--- config.mk ---
export PLATFORM = sky130hd
export DESIGN_NAME = sync_to_ncl_tx
export DESIGN_NICKNAME = d
export VERILOG_FILES = /design/src/rtl/sync_to_ncl_tx.sv
export SDC_FILE = /design/constraint.sdc
export NUM_CORES = 1
export LEC_CHECK = 0
export BUFFER_PORTS_ARGS = -buffer_cell sky130_fd_sc_hd__buf_4
export CAP_MARGIN = 40
export CORE_AREA = 2 2 39 41
export DETAILED_ROUTE_END_ITERATION = 10
export DIE_AREA = 0 0 41 43
export HOLD_SLACK_MARGIN = 0.02
export PLACE_DENSITY = 0.78
export SYNTH_ARGS = -nofsm -noshare
export SYNTH_HDL_FRONTEND = slang
export SYNTH_SLANG_ARGS = --single-unit
--- constraint.sdc ---
create_clock -name clk -period 1.3 [get_ports clk]
set_input_delay 0.13 -clock clk [delete_from_list [all_inputs] [get_ports clk]]
set_output_delay 0.13 -clock clk [all_outputs]
set_load 0.02 [all_outputs]
--- src/rtl/sync_to_ncl_tx.sv ---
// rtl/sync_to_ncl_tx.sv - single-rail valid/ready to dual-rail NCL token bridge
// Optional build macro: ACK_TIMEOUT_EN (16-bit ack timeout counter driving sticky err).
module sync_to_ncl_tx #(
    parameter int W           = 4,
    parameter     ENC         = "FP",
    parameter int SYNC_STAGES = 2
) (
    input  logic         clk,
    input  logic         rst,
    input  logic         in_valid,
    output logic         in_ready,
    input  logic [W-1:0] in_data,
    output logic [W-1:0] out_t,
    output logic [W-1:0] out_f,
    input  logic         ack_in,
    output logic         busy,
    output logic         err
);

    localparam bit IS_TP = (ENC == "TP");

    generate
        if (ENC != "FP" && ENC != "TP") begin : g_bad_enc
            $error("sync_to_ncl_tx: ENC must be \"FP\" or \"TP\"");
        end
        if (SYNC_STAGES < 2 || SYNC_STAGES > 4) begin : g_bad_sync
            $error("sync_to_ncl_tx: SYNC_STAGES must be 2..4");
        end
    endgenerate

    typedef enum logic [1:0] {
        S_IDLE = 2'd0,
        S_DATA = 2'd1,
        S_NULL = 2'd2,
        S_WAIT = 2'd3
    } state_t;

    state_t                 state, state_d;
    logic [SYNC_STAGES-1:0] sync_q;
    logic                   ack_s;
    logic                   ph, ph_d;
    logic                   ready_d;
    logic [W-1:0]           t_d, f_d;
    logic                   xfer;

    // ack_in is asynchronous to clk; only the last stage is ever looked at
    always_ff @(posedge clk or negedge rst) begin
        if (!rst) begin
            sync_q <= '0;
        end else begin
            sync_q <= {sync_q[SYNC_STAGES-2:0], ack_in};
        end
    end

    assign ack_s = sync_q[SYNC_STAGES-1];
    assign xfer  = in_valid && in_ready;

    always_comb begin
        state_d = state;
        t_d     = out_t;
        f_d     = out_f;
        ready_d = in_ready;
        ph_d    = ph;
        case (state)
            S_IDLE: begin
                if (xfer) begin
                    ready_d = 1'b0;
                    if (IS_TP) begin
                        // one transition per bit: true rail for 1, false rail for 0
                        t_d     = out_t ^ in_data;
                        f_d     = out_f ^ ~in_data;
                        ph_d    = ~ph;
                        state_d = S_WAIT;
                    end else begin
                        t_d     = in_data;
                        f_d     = ~in_data;
                        state_d = S_DATA;
                    end
                end else begin
                    ready_d = IS_TP ? (ack_s == ph) : !ack_s;
                end
            end
            S_DATA: begin
                if (ack_s) begin
                    t_d     = '0;
                    f_d     = '0;
                    state_d = S_NULL;
                end
            end
            S_NULL: begin
                if (!ack_s) begin
                    state_d = S_IDLE;
                    ready_d = 1'b1;
                end
            end
            S_WAIT: begin
                if (ack_s == ph) begin
                    state_d = S_IDLE;
                    ready_d = 1'b1;
                end
            end
            default: begin
                state_d = S_IDLE;
                ready_d = 1'b0;
                t_d     = '0;
                f_d     = '0;
            end
        endcase
    end

    always_ff @(posedge clk or negedge rst) begin
        if (!rst) begin
            state    <= S_IDLE;
            out_t    <= '0;
            out_f    <= '0;
            in_ready <= 1'b0;
            busy     <= 1'b0;
            ph       <= 1'b0;
        end else begin
            state    <= state_d;
            out_t    <= t_d;
            out_f    <= f_d;
            in_ready <= ready_d;
            busy     <= (state_d != S_IDLE);
            ph       <= ph_d;
        end
    end

`ifdef ACK_TIMEOUT_EN
    logic [15:0] to_cnt, to_cnt_d;

    // counts cycles spent waiting in one state; saturates so err stays meaningful
    always_comb begin
        to_cnt_d = to_cnt;
        if (state_d != state) begin
            to_cnt_d = '0;
        end else if (state != S_IDLE && to_cnt != 16'hFFFF) begin
            to_cnt_d = to_cnt + 16'd1;
        end
    end

    always_ff @(posedge clk or negedge rst) begin
        if (!rst) begin
            to_cnt <= '0;
            err    <= 1'b0;
        end else begin
            to_cnt <= to_cnt_d;
            if (to_cnt_d == 16'hFFFF) begin
                err <= 1'b1;
            end
        end
    end
`else
    assign err = 1'b0;
`endif

endmodule

==> results.yml, run 1 <==
outcome:
  status: "complete, no violations"
layout:
  area_growth_pct: 39.5
  layout_common_cells: "19 x buf_4, 14 x dfrtp_1, 4 x o2bb2ai_1, 4 x a22o_1"
  stdcell_count: 79
  final_cell_area_um2: 751
  drive_above_1_share_pct: 39.7
  n_antenna_cell: 0
  final_nets: 73
  final_util_pct: 54.2
  mostFrequentLayoutCell: "buf_4"
grt:
  grt-busiest-layer: "met2"
  antenna_found_initial: 0
  grt.total_usage_pct: 15.7
  grt.overflow.total: 0
  grt_util_met2_pct: 21.6
  gr-usage-met1_pct: 19.8
  grt_pass1_wl_mm: 1.75
  grt_start_max_net_pins: 15
  grt_pass1_vias: 399
  grtUsageMet3_pct: 4.71
setup_path:
  cp.required_ns: 1.46
  slowest_stage: "dfrtp_1"
  worst_ep_arrival_time_ns: 1.39
  cp_max_fo: 8
  cp_num_buf_inv: 0
  start_kind: "register"
  crit_family: "flip-flops"
  crit_chain: "and4bb_4, a31oi_4, a22o_1"
  cp-end-kind: "register"
  cp_slowest_stage_delay_ns: 0.42
  path_class: "reg -> reg"
job:
  drv_cap: 0
routing:
  wirelength_mm: 1.11
  via_per_inst: 5.11
  post-route-drc-count: 0
  ant_nets: 0
  route.vias.total: 404
  first_pass_iters: 2
  initialDrtViolationCount: 14
  drt-wirelength-per-cell_um: 14.1
power:
  combPwrFrac_pct: 47.7
  clkPwrFrac_pct: 12.6
  seqPwrFrac_pct: 39.7
  p_per_area_nw_per_um2: 2470
  vdd.ir_drop.worst_uv: 1150
  swShare_pct: 38.1
  netSwitchingPower_mw: 0.706
  intPower_mw: 1.15
  p_leak_nw: 0.364
clock_network:
  clkTransAtPathRegs_ns: 0.08
  clk_latency_ns: 0.27
  cts_max_path_buffers: 2
  postCtsSetupRepairBufs: 0
  cts_made_buffers: 3
  cts-htree-levels: 1
  cts_sinks: 14
  cts_root_buf: "clkbuf_4"
  cts_tree: "done"
sta:
  period_minus_slack_ns: 1.23
  rsz0062_at_grt: "false"
  fmax_mhz: 815
  fin_skew_ns: 0.00146
  setup_viol: 0
  fin_setup_tns_ns: 0
  finalHoldViolCount: 0
  fin_crit_sh_pct: 94.4
  finalMaxSlewViolations: 0
worst_hold_path:
  hold_path.class: "in -> reg"
logic_synthesis:
  synth.avg_cell_area_um2: 13.8
  ys_warn_count: 0
  synth_fp_nets: 47
  ys_seq_area_share_pct: 65.1
  async_flop_share_pct: 100
  synth_ff_type: "dfrtp_1"
  synth_cell_types: 16
  synthesis.area_um2: 538
  ys_seq_elements: 14
  netlist_instances: 39
  synth-edff-count: 0
floorplanning:
  dieArea_um2: 1760
  initial_core_util_pct: 38.9
  num_io_pins: 19
  fp.dieH_um: 43
  core_area_um2: 1380
  rows: 14
  die_w_um: 41
placement:
  placed_cells: 73
  hpwlAfterDp_um: 786
  io_buffers: 17
  gp_congestion: 0.756
  placed_area_um2: 693
cell type report:
type,instances,area (um2)
timing repair buffer,22,173
sequential,14,350
tap,16,20.0
multi-input combinational,22,178
clock buffer,3,22.5
inverter,2,7.51
fill,114,633
registers in the layout (all words and copies together) (netlist names):
| name | count |
|---|---|
| out_f | 4 |
| out_t | 4 |
| state | 2 |
| sync_q | 2 |
| busy | 1 |
| in_ready | 1 |
power groups by stage:
stage	Clock (mW)	Sequential (mW)	Combinational (mW)
3_5_place_dp	0	0.741	0.874
3_3_place_gp	0	0.734	0.853
5_1_grt	0.261	0.758	0.952
2_1_floorplan	0	0.928	0.295
6_report	0.234	0.736	0.886
4_1_cts	0.247	0.734	0.885
what timing repair did:
item | 4_1_cts | 5_1_grt
hold endpoints to repair | 16 | 0
hold buffers | 3 | 0
resized for setup | 0 | 1
endpoints found under the setup margin | 0 | 2
per-layer routing:
| metal | wire, um | up-vias |
|---|---|---|
| li1 | - | 191 |
| met5 | 0 | - |
| met4 | 9 | 0 |
| met1 | 467 | 200 |
| met3 | 54 | 2 |
| met2 | 580 | 11 |
cell usage after synthesis, types with 2 or more instances:
library cell / count / area (um2)
a22o_1: 4 / 35.0
dfrtp_1: 14 / 350
inv_1: 2 / 7.51
nand2_1: 3 / 11.3
nor2_1: 2 / 7.51
o2bb2ai_1: 4 / 35.0
cells by family after synthesis:
group | share of synthesized area [%]
flip-flops | 65.1
AO/OA/AOI/OAI | 21.2
AND/OR/NAND/NOR | 8.61
buffers and inverters | 2.79
XOR/XNOR | 1.63
other | 0.697
final timing paths:
kind	start	to	slack, ns	depth (start not counted)
worst min register to register	sync_q[0]	sync_q[1]	0.36	0
worst min-delay path	in_data[0]	out_f[0]	0.04	2
min in group asynchronous	rst	out_f[3]	0.24	2
worst max-delay path	state[1]	out_t[0]	0.07	3
worst max register to register	state[1]	out_t[0]	0.07	3
max in group asynchronous	rst	sync_q[0]	0.90	2
per-stage QoR:
stage | power (mW) | setup WS (ns) | hold WS (ns)
floorplan | 1.22 | 0.128 | -0.166
global placement | 1.59 | 0.111 | -0.0174
finish | 1.86 | 0.0725 | 0.0364
detailed placement | 1.62 | 0.0898 | -0.0150
CTS | 1.87 | 0.0758 | 0.0255
global route | 1.97 | 0.0380 | 0.0318
(Power assumes the default switching activity.)
==> inputs of run 2 (changes only) <==
--- a/config.mk
+++ b/config.mk
@@ -7,11 +7,11 @@
 export LEC_CHECK = 0
 export BUFFER_PORTS_ARGS = -buffer_cell sky130_fd_sc_hd__buf_4
 export CAP_MARGIN = 40
-export CORE_AREA = 2 2 39 41
+export CORE_AREA = 2 2 41 43
 export DETAILED_ROUTE_END_ITERATION = 10
-export DIE_AREA = 0 0 41 43
+export DIE_AREA = 0 0 43 45
 export HOLD_SLACK_MARGIN = 0.02
-export PLACE_DENSITY = 0.78
+export PLACE_DENSITY = 0.72
 export SYNTH_ARGS = -nofsm -noshare
 export SYNTH_HDL_FRONTEND = slang
 export SYNTH_SLANG_ARGS = --single-unit
==> results.yml, run 2 (same netlist as run 1, synthesis figures left out) <==
routing:
  wl_met3_um: 78
  first_pass_iters: 5
  post-route-drc-count: 0
  drt-wirelength-per-cell_um: 13.0
  wl_met1_um: 478
  route.vias.total: 418
  via_per_inst: 5.16
  routed-wl-met2_um: 487
  ant_nets: 0
  dr.max_layer_used: "met4"
  initialDrtViolationCount: 8
  wirelength_mm: 1.06
setup_path:
  cp_slowest_stage_delay_ns: 0.42
  crit_chain: "and4bb_4, a31oi_4, a22o_1"
  start_kind: "register"
  cp-end-kind: "register"
  crit_family: "flip-flops"
  path_class: "reg -> reg"
  cp.required_ns: 1.46
  slowest_stage: "dfrtp_1"
  cp_max_fo: 8
  cp_num_buf_inv: 0
  worst_ep_arrival_time_ns: 1.35
sta:
  fin_crit_sh_pct: 91.7
  fin_skew_ns: 0.00243
  holdWs_ns: 0.0433
  finalMaxSlewViolations: 0
  fin_setup_tns_ns: 0
  setup_viol: 0
  fmax_mhz: 839
  finalHoldViolCount: 0
  finalWorstSetupSlack_ns: 0.108
  period_minus_slack_ns: 1.19
  rsz0062_at_grt: "false"
power:
  p_leak_nw: 0.373
  p_per_area_nw_per_um2: 2450
  finalPower_mw: 1.86
  vdd.ir_drop.worst_uv: 1170
floorplanning:
  dieArea_um2: 1940
  initial_core_util_pct: 36.6
  num_io_pins: 19
  core_area_um2: 1470
  rows: 14
  fp.dieH_um: 45
  die_w_um: 43
layout:
  fillerInstances: 135
  drive_above_1_share_pct: 40.0
  multi_input_comb_area_um2: 173
  seq_area_um2: 350
  n_antenna_cell: 0
  area_growth_pct: 41.4
  stdcell_count: 81
  mostFrequentLayoutCell: "buf_4"
  reg_top3: "out_f (4), out_t (4)"
  final_nets: 75
  layout_common_cells: "21 x buf_4, 14 x dfrtp_1, 4 x o2bb2ai_1, 4 x a22o_1"
placement:
  hpwlAfterDp_um: 778
  place_ws_ns: 0.124
  placed_cells: 75
  gp_congestion: 0.761
  io_buffers: 17
clock_network:
  cts_max_path_buffers: 2
  clkTransAtPathRegs_ns: 0.07
  cts_sinks: 14
  postCtsSetupRepairBufs: 0
  cts_tree: "done"
  cts_root_buf: "clkbuf_4"
  cts_resized: 0
  cts-htree-levels: 1
  cts_made_buffers: 3
  clk_latency_ns: 0.26
grt:
  grt_start_max_net_pins: 15
  grt_pass1_vias: 391
  grt.overflow.total: 0
  antenna_found_initial: 0
  grt.total_usage_pct: 12.2
  grt_pass1_wl_mm: 1.70
outcome:
  status: "complete, no violations"
worst_hold_path:
  hold_path.class: "in -> reg"
job:
  drv_cap: 0
## run 2: cell count changes in the layout (fill, tap and decap cells not counted), sizes merged
cell	previous run	this run
buf	19	21
## run 2: metal layers
layer / GRT usage, % / up-vias
met4: 7.27 / 0
met1: 17.3 / 200
met3: 3.20 / 2
li1: - / 195
met2: 16.7 / 21
met5: 0 / -
## run 2: timing repair
item	4_1_cts	5_1_grt
endpoints found under the setup margin	0	0
hold buffers	3	0
hold endpoints to repair	16	0
## run 2: layout make-up
class                   count  area share [%]
inverters                   2           0.987
well taps                  16            2.63
multi-input cells          22            22.7
flip-flops and latches     14            46.1
clock buffers               3            2.96
repair buffers             24            24.7
## run 2: through the flow
step           util [%]  instance area, um2
5_1_grt            51.7                 761
6_report           51.7                 761
3_5_place_dp       48.1                 708
3_3_place_gp       48.1                 708
4_1_cts            51.7                 761
2_1_floorplan         -                 538
## run 2: path summary, 6_finish.rpt
kind                            start         to  slack, ns  cells past startpoint
setup / recovery             state[0]   out_t[2]       0.11                      3
hold / removal             in_data[2]   out_f[2]       0.04                      2
setup reg to reg             state[0]   out_t[2]       0.11                      3
hold reg to reg             sync_q[0]  sync_q[1]       0.35                      0
max in group asynchronous         rst   state[1]       0.89                      2
min in group asynchronous         rst   out_f[2]       0.24                      2
## run 2: power by group
part | switching, mW | internal (mW) | leakage, nW
registers | 0.106 | 0.614 | 0.178
logic | 0.461 | 0.455 | 0.181
clock network | 0.119 | 0.107 | 0.0138
total | 0.686 | 1.18 | 0.373
